--- config.mk ---
export PLATFORM = sky130hd
export DESIGN_NAME = sw_capture
export DESIGN_NICKNAME = d
export VERILOG_FILES = /design/src/rtl/sw_capture_pkg.sv /design/src/rtl/sw_debounce.sv /design/src/rtl/sw_capture.sv
export SDC_FILE = /design/constraint.sdc
export NUM_CORES = 1
export LEC_CHECK = 0
export BUFFER_PORTS_ARGS = -buffer_cell sky130_fd_sc_hd__buf_2
export CAP_MARGIN = 10
export CORE_MARGIN = 1
export CORE_UTILIZATION = 47
export CTS_CLUSTER_DIAMETER = 120
export DETAILED_ROUTE_END_ITERATION = 10
export PLACE_DENSITY = 0.71
export SLEW_MARGIN = 10
export SYNTH_ARGS = -nofsm -noshare
export SYNTH_HDL_FRONTEND = slang
export SYNTH_HIERARCHICAL = 1
export SYNTH_SLANG_ARGS = --single-unit
export TNS_END_PERCENT = 30
--- constraint.sdc ---
create_clock -name clk -period 2.7 [get_ports clk]
set_clock_uncertainty 0.2 [all_clocks]
set_input_delay 0.135 -clock clk [delete_from_list [all_inputs] [get_ports clk]]
set_output_delay 0.135 -clock clk [all_outputs]
set_load 0.1 [all_outputs]
--- src/rtl/sw_capture_pkg.sv ---
// Shared constants and types for the switch capture port (the cpuConfig additions):
// default widths, switch bit positions and the capture FSM state type.
package sw_capture_pkg;

    localparam int SWCAP_N         = 8;
    localparam int SWCAP_DB_CYCLES = 16;
    localparam int SW_W            = 10;
    localparam int SW_STROBE       = 8;
    localparam int SW_ENABLE       = 9;

    typedef enum logic {
        IDLE = 1'b0,
        HELD = 1'b1
    } swcapState_t;

endpackage

--- src/rtl/sw_debounce.sv ---
// 1-bit debouncer: the output level follows the input only after DB_CYCLES
// consecutive mismatched cycles. Rise/fall pulses flag the edge on which it toggles.
module sw_debounce
    import sw_capture_pkg::*;
#(
    parameter int DB_CYCLES = SWCAP_DB_CYCLES
) (
    input  logic clk,
    input  logic reset,
    input  logic i_in,
    output logic o_rise,
    output logic o_fall
);

    localparam int CW = $clog2(DB_CYCLES);
    localparam logic [CW-1:0] CNT_LAST = CW'(DB_CYCLES - 1);

    logic [CW-1:0] r_cnt;
    logic          r_db;
    logic          w_mismatch;
    logic          w_toggle;

    assign w_mismatch = i_in ^ r_db;
    assign w_toggle   = w_mismatch && (r_cnt == CNT_LAST);

    // The counter only runs while mismatched and clears on the toggle, so it never wraps.
    always_ff @(posedge clk) begin
        if (reset) begin
            r_cnt <= '0;
            r_db  <= 1'b0;
        end else if (!w_mismatch) begin
            r_cnt <= '0;
        end else if (w_toggle) begin
            r_db  <= ~r_db;
            r_cnt <= '0;
        end else begin
            r_cnt <= r_cnt + 1'b1;
        end
    end

    assign o_rise = w_toggle & ~r_db;
    assign o_fall = w_toggle &  r_db;

endmodule

--- src/rtl/sw_capture.sv ---
// Switch capture port: synchronises SW, debounces the strobe and latches one operand per press.
// Optional sticky overrun flag when SWCAP_OVERRUN_EN is defined.
module sw_capture
    import sw_capture_pkg::*;
#(
    parameter int N         = SWCAP_N,
    parameter int DB_CYCLES = SWCAP_DB_CYCLES
) (
    input  logic            clk,
    input  logic            reset,
    input  logic [SW_W-1:0] SW,
    output logic [N-1:0]    sw_level,
    output logic [N-1:0]    data_out,
    output logic            data_valid,
    input  logic            data_ack
`ifdef SWCAP_OVERRUN_EN
    ,
    output logic            overrun
`endif
);

    logic [SW_W-1:0] r_sync1;
    logic [SW_W-1:0] r_sync2;
    logic [N-1:0]    r_data;
    logic            r_valid;
    swcapState_t     r_state;
    swcapState_t     w_state_nxt;
    logic            w_rise;
    logic            w_fall;
    logic            w_attempt;
    logic            w_load;
    logic            w_clear;

    always_ff @(posedge clk) begin
        if (reset) begin
            r_sync1 <= '0;
            r_sync2 <= '0;
        end else begin
            r_sync1 <= SW;
            r_sync2 <= r_sync1;
        end
    end

    sw_debounce #(
        .DB_CYCLES (DB_CYCLES)
    ) u_debounce (
        .clk    (clk),
        .reset  (reset),
        .i_in   (r_sync2[SW_STROBE]),
        .o_rise (w_rise),
        .o_fall (w_fall)
    );

    always_ff @(posedge clk) begin
        if (reset) begin
            r_state <= IDLE;
        end else begin
            r_state <= w_state_nxt;
        end
    end

    // A press with enable low still moves to HELD so the held strobe cannot capture later.
    always_comb begin
        w_state_nxt = r_state;
        w_attempt   = 1'b0;
        case (r_state)
            IDLE: begin
                if (w_rise) begin
                    w_state_nxt = HELD;
                    w_attempt   = r_sync2[SW_ENABLE];
                end
            end
            HELD: begin
                if (w_fall) begin
                    w_state_nxt = IDLE;
                end
            end
            default: w_state_nxt = IDLE;
        endcase
    end

    // A capture coinciding with ack wins: the slot is freed and refilled on the same edge.
    assign w_load  = w_attempt && (!r_valid || data_ack);
    assign w_clear = data_ack && r_valid && !w_load;

    always_ff @(posedge clk) begin
        if (reset) begin
            r_data  <= '0;
            r_valid <= 1'b0;
        end else if (w_load) begin
            r_data  <= r_sync2[N-1:0];
            r_valid <= 1'b1;
        end else if (w_clear) begin
            r_valid <= 1'b0;
        end
    end

`ifdef SWCAP_OVERRUN_EN
    logic r_overrun;
    logic w_drop;

    assign w_drop = w_attempt && r_valid && !data_ack;

    always_ff @(posedge clk) begin
        if (reset) begin
            r_overrun <= 1'b0;
        end else if (w_drop) begin
            r_overrun <= 1'b1;
        end
    end

    assign overrun = r_overrun;
`endif

    assign sw_level   = r_sync2[N-1:0];
    assign data_out   = r_data;
    assign data_valid = r_valid;

endmodule
Yosys cells after proc, flatten, opt, wreduce, memory -nomap -nowiden
Index checks and enable logic that the tools add are counted.

storage, ports and cells
  register bits after elaboration = 35
  input port bits = 13

operators by class
  add/sub/neg operators = 1
  equality and inequality tests = 1
  multiplexer cells = 7
  bitwise logic cells = 6
  reduce and logical (&&, ||, !) cells = 10

operators with widths
  kind                 number
  $mux 1               6
  $add 4x1->4 const B  1
  $eq 4x4->1 const B   1
  $logic_and 1x1->1    4
  $not 1->1            3
  $reduce_or 3->1      1
  $and 1x1->1          2
  $logic_not 1->1      2
  $pmux 1 s2           1
  $reduce_and 2->1     1
  $reduce_bool 2->1    1
  $logic_or 1x1->1     1
  $xor 1x1->1          1

Longest topological paths before layout
  depth after elaboration = 10
  mapped depth = 7

By module
The synthesis kept the hierarchy.

by module, submodules not included
  module       times used  cells an instance  area an instance (um2)  sequential area each (um2)
  sw_capture   1           93                 1069.8                  600.6
  sw_debounce  1           22                 221.5                   100.1

Worst setup path before layout
OpenSTA, ideal clock, no wires.

  kind = register to register
  start = register u_debounce.r_cnt[0]
  end = register r_data[0] (netlist: data_out[0])
  arrival = 1.572 ns
  required time = 2.428 ns
  path slack = 0.857 ns
  stages on the path, launching flop included = 8
  path through = dfxtp_1 -> ha_1 -> nand3_2 -> nor3b_1 -> nand3b_4 -> nor2b_4 -> buf_8 -> mux2i_1

on the way
  longest elaborated chain between the ends = 6

ends and longest elaborated chain
  element                 RTL line           text
  start, declared         sw_debounce.sv:18  logic [CW-1:0] r_cnt;
  start signal, assigned  sw_debounce.sv:37  r_cnt <= r_cnt + 1'b1;
  $eq 4x4->1              sw_debounce.sv:24  assign w_toggle = w_mismatch && (r_cnt == CNT_LAST);
  $logic_and 1x1->1       sw_debounce.sv:24
  $and 1x1->1             sw_debounce.sv:41  assign o_rise = w_toggle & ~r_db;
  named net w_rise        sw_capture.sv:28   logic w_rise;
  $mux 1                  sw_capture.sv:68   if (w_rise) begin
  $mux 1                  sw_capture.sv:66   case (r_state)
  $logic_and 1x1->1       sw_capture.sv:83   assign w_load = w_attempt && (!r_valid || data_ack);
  end signal, assigned    sw_capture.sv:91   r_data <= r_sync2[N-1:0];
  end, declared           sw_capture.sv:24   logic [N-1:0] r_data;

The timed path passes the listed nets, and every way through them passes these cells.
A chain may end at the register's enable or synchronous reset.

Worst setup path in the final report
  start = register u_debounce.r_cnt[0]
  end = register r_data[2] (netlist: data_out[2])

The elaborated chain is that of the path after synthesis.

==> impl_summary.md <==
Final layout
Cells with a size suffix above 1 make up 28.7% of the layout. The count of cells in the finished layout, fillers not included, comes to 180. The area growth from synthesis to layout is 19.1%. The core occupancy in the finished layout is 60.4%. The final layout contains 163 nets. The number of inserted filler cells in the final layout is 225. Once layout is done, the placed cells without fillers occupy 1540 µm². 0 antenna diodes ended up in the layout.

Placement
Once placement completed, the tool counted placed cells totaling 161. After legalization and detailed placement, the total HPWL measured 1200 µm. Prior to clock tree synthesis, the placed netlist has a worst setup slack of 593 ps.

The total placed instance area is 1370 µm². The global placement routability congestion is 0.624. The count of buffers from port buffering is 29.

Detailed routing
The detail-routed via count per cell is 4.43. The total via count in the routed design is 798. The pre-antenna-repair detailed-routing pass consisted of 4 iterations. The routed wire length is 1830 µm. The first routing iteration left 5 violations.

The total DRC errors in the routed layout is 0. In the final routed layout, each cell accounts on average for 10.1 µm. The count of nets left with antenna violations once routing finished came out at 0.

Timing
The final critical path takes up 77.2% of the cycle. The clock period minus worst slack is 2080 ps. The number of hold violations in the final report was 0.

At the pin with the least slew margin, the transition time is 557 ps. The number of slew-limit violations in the final report is 0. Derived from the worst setup path, the maximum achievable clock frequency is 480 MHz. The count of endpoints failing setup in the final report is 0. Across all hold checks on the routed design, the worst slack comes to 88.8 ps. The worst setup slack after layout is 616 ps. For the final routed database, the setup TNS stands at 0 ps.

The worst slew slack as a fraction of its limit is 62.8%. Setup repair after global routing left no endpoint under its margin.

Power
The maximum VDD drop is 0.000431 V. Power spread over the standard cell area amounts to 572 nW/µm². The total design power is 880 µW. The leakage power is 0.699 nW.

CTS
The clock reaches the later pin of the worst-skew pair after 320 ps. Clock-pin slew was measured on the worst setup and hold paths at 100 ps. The hold buffer count at CTS is 11.

The clock drives 35 sinks. The number of gates given a new drive strength after cts is 0. The number of buffers inserted during clock tree synthesis is 5. The deepest clock path buffer count is 2. Once the clock tree was built, the setup fixing pass inserted 0 buffers. TritonCTS built the clock tree. The master cell of the clock root buffer is sky130_fd_sc_hd__clkbuf_4.

The number of levels in the clock H-tree is 2.

Floorplanning
The die extent in y is 54.4 µm. The width of the die is 54.4 µm. The starting utilization of the core area is 50.7%. During I/O placement, the number of pins put on the boundary was 30. After floorplanning, the core was divided into 18 placement rows.

After floorplanning, the core was sized to cover 2540 µm². The die outline area is 2960 µm².

Synthesis
Ranked by total cell area, the synthesized netlist is headed by sky130_fd_sc_hd__dfxtp_1 54%, sky130_fd_sc_hd__nor2b_1 9.7%, sky130_fd_sc_hd__nand2b_1 7.8%, sky130_fd_sc_hd__mux2i_1 7.0%, sky130_fd_sc_hd__buf_4 4.7%. The number of nets in the synthesized netlist is 129. The post-synthesis instance area is 1290 µm². The dominant cell type by area after synthesis is sky130_fd_sc_hd__dfxtp_1. Synthesis inferred 35 register bits.

The Yosys step of the flow raised 6 warnings. The share of the synthesized area in the top cell type is 54.3%. Averaged over all synthesized cells, the footprint is 11.2 µm². The number of instances in the synthesized netlist is 115.

The netlist uses 23 different library cells. After synthesis, flip-flops and latches occupy 54.3% of the total area.

Setup path
The worst setup path is of the reg -> reg kind. The category of the worst setup path capture point is a flip-flop. The worst setup path is launched from a flip-flop.

In this run the worst path has a maximum fanout of 8. The largest individual stage delay along the critical path comes from the cell sky130_fd_sc_hd__nor3b_1. The critical path required time is 2750 ps. Traced cell by cell, the critical path runs through ha_1 > nand3_2 > nor3b_1 > nand3b_4 > nor2b_4 > mux2i_1.

The largest stage delay on the critical path is 420 ps. Data on the critical path arrives at its endpoint at 2130 ps.

Outcome
The flow ran to the end, and the final reports show no timing, DRC or antenna violations.

GRT
The via count of the first global-routing pass was 709. Global routing finished with a remaining overflow of 0. The initial antenna violation count is 0. The first global-routing pass estimated 2790 µm of wire. Entering global routing, the biggest net connects 41 pins.

Across every metal layer, demand over resource in global routing totals 14.1%.

Min path
The worst hold path belongs to the class in -> reg.

Run
Max-cap violations in this run came to 0.
-- cell usage after synthesis --
cell type,n
sky130_fd_sc_hd__a211oi_1,1
sky130_fd_sc_hd__ha_1,1
sky130_fd_sc_hd__dfxtp_1,35
sky130_fd_sc_hd__nor3b_1,2
sky130_fd_sc_hd__nor2b_1,20
sky130_fd_sc_hd__nor2_1,4
sky130_fd_sc_hd__buf_2,2
sky130_fd_sc_hd__nor2_2,1
sky130_fd_sc_hd__buf_8,1
sky130_fd_sc_hd__nand2b_4,1
sky130_fd_sc_hd__nand3b_4,1
sky130_fd_sc_hd__mux2i_1,9
sky130_fd_sc_hd__a21oi_1,1
sky130_fd_sc_hd__inv_1,2
sky130_fd_sc_hd__nand2b_1,16
sky130_fd_sc_hd__buf_6,1
sky130_fd_sc_hd__xor2_1,3
sky130_fd_sc_hd__nand3_2,2
sky130_fd_sc_hd__nand3_1,1
sky130_fd_sc_hd__and3_2,1
sky130_fd_sc_hd__buf_4,8
sky130_fd_sc_hd__nor2b_4,1
sky130_fd_sc_hd__clkbuf_1,1
-- state kept, by name (all words and copies together) (netlist names) --
signal,count
data_out,8
r_sync2,10
data_valid,1
u_debounce/r_db,1
r_sync1,10
r_state,1
u_debounce/r_cnt,4
-- worst paths after layout --
kind	start	to	slack (ps)	cells past startpoint
max reg2reg	u_debounce/r_cnt[0]$_SDFF_PP0_	data_out[2]$_SDFFE_PP0P_	620	6
min reg2reg	r_sync1[9]$_SDFF_PP0_	r_sync2[9]$_SDFF_PP0_	250	1
max	u_debounce/r_cnt[0]$_SDFF_PP0_	data_out[2]$_SDFFE_PP0P_	620	6
min	reset	r_sync1[4]$_SDFF_PP0_	90	2
-- worst max-delay path: cells and delay by family, from the launching register on --
kind          cells  cell delay [ps]
mux               1              240
fa+ha+maj         1              210
flops             1              360
simple gates      4             1000
-- per-layer routing --
layer  track usage, %  up-vias  routed length, µm
li1                 -      422                  -
met1             15.4      347                804
met2             22.0       22                880
met3             5.83        7                 94
met4             10.3        0                 45
met5                0        -                  0
-- report_power, final --
part	internal, mW	total (mW)	switching, mW
Combinational	0.0322	0.0836	0.0515
Clock	0.100	0.261	0.160
Sequential	0.530	0.535	0.00513
Total	0.663	0.880	0.217
-- final cells by class --
cell class	instances	area, µm²	area share, %
sequential	35	701	45.6
tap	30	37.5	2.44
multi-input combinational	65	483	31.4
inverter	2	7.51	0.488
timing repair buffer	40	255	16.6
clock buffer	6	41.3	2.69
clock inverter	2	12.5	0.814
-- logic make-up after synthesis --
family / synth area share, %
adders and majority gates: 0.969
xor gates and xnor gates: 2.04
AOI/OAI and AO/OA: 0.969
DFF: 54.3
and+or+nand+nor: 26.5
muxes: 6.98
buffers and inverters: 8.33
-- placed cells by master (no fill, tap or decap), types with 2 or more instances in the layout --
cell / n
sky130_fd_sc_hd__nand3_2: 2
sky130_fd_sc_hd__dlygate4sd3_1: 11
sky130_fd_sc_hd__clkbuf_4: 5
sky130_fd_sc_hd__nor2_1: 4
sky130_fd_sc_hd__buf_2: 29
sky130_fd_sc_hd__mux2i_1: 9
sky130_fd_sc_hd__inv_1: 2
sky130_fd_sc_hd__nand2b_1: 16
sky130_fd_sc_hd__xor2_1: 3
sky130_fd_sc_hd__nor3b_1: 2
sky130_fd_sc_hd__dfxtp_1: 35
sky130_fd_sc_hd__nor2b_1: 20
Note: power is estimated with default switching activity, not from simulation.
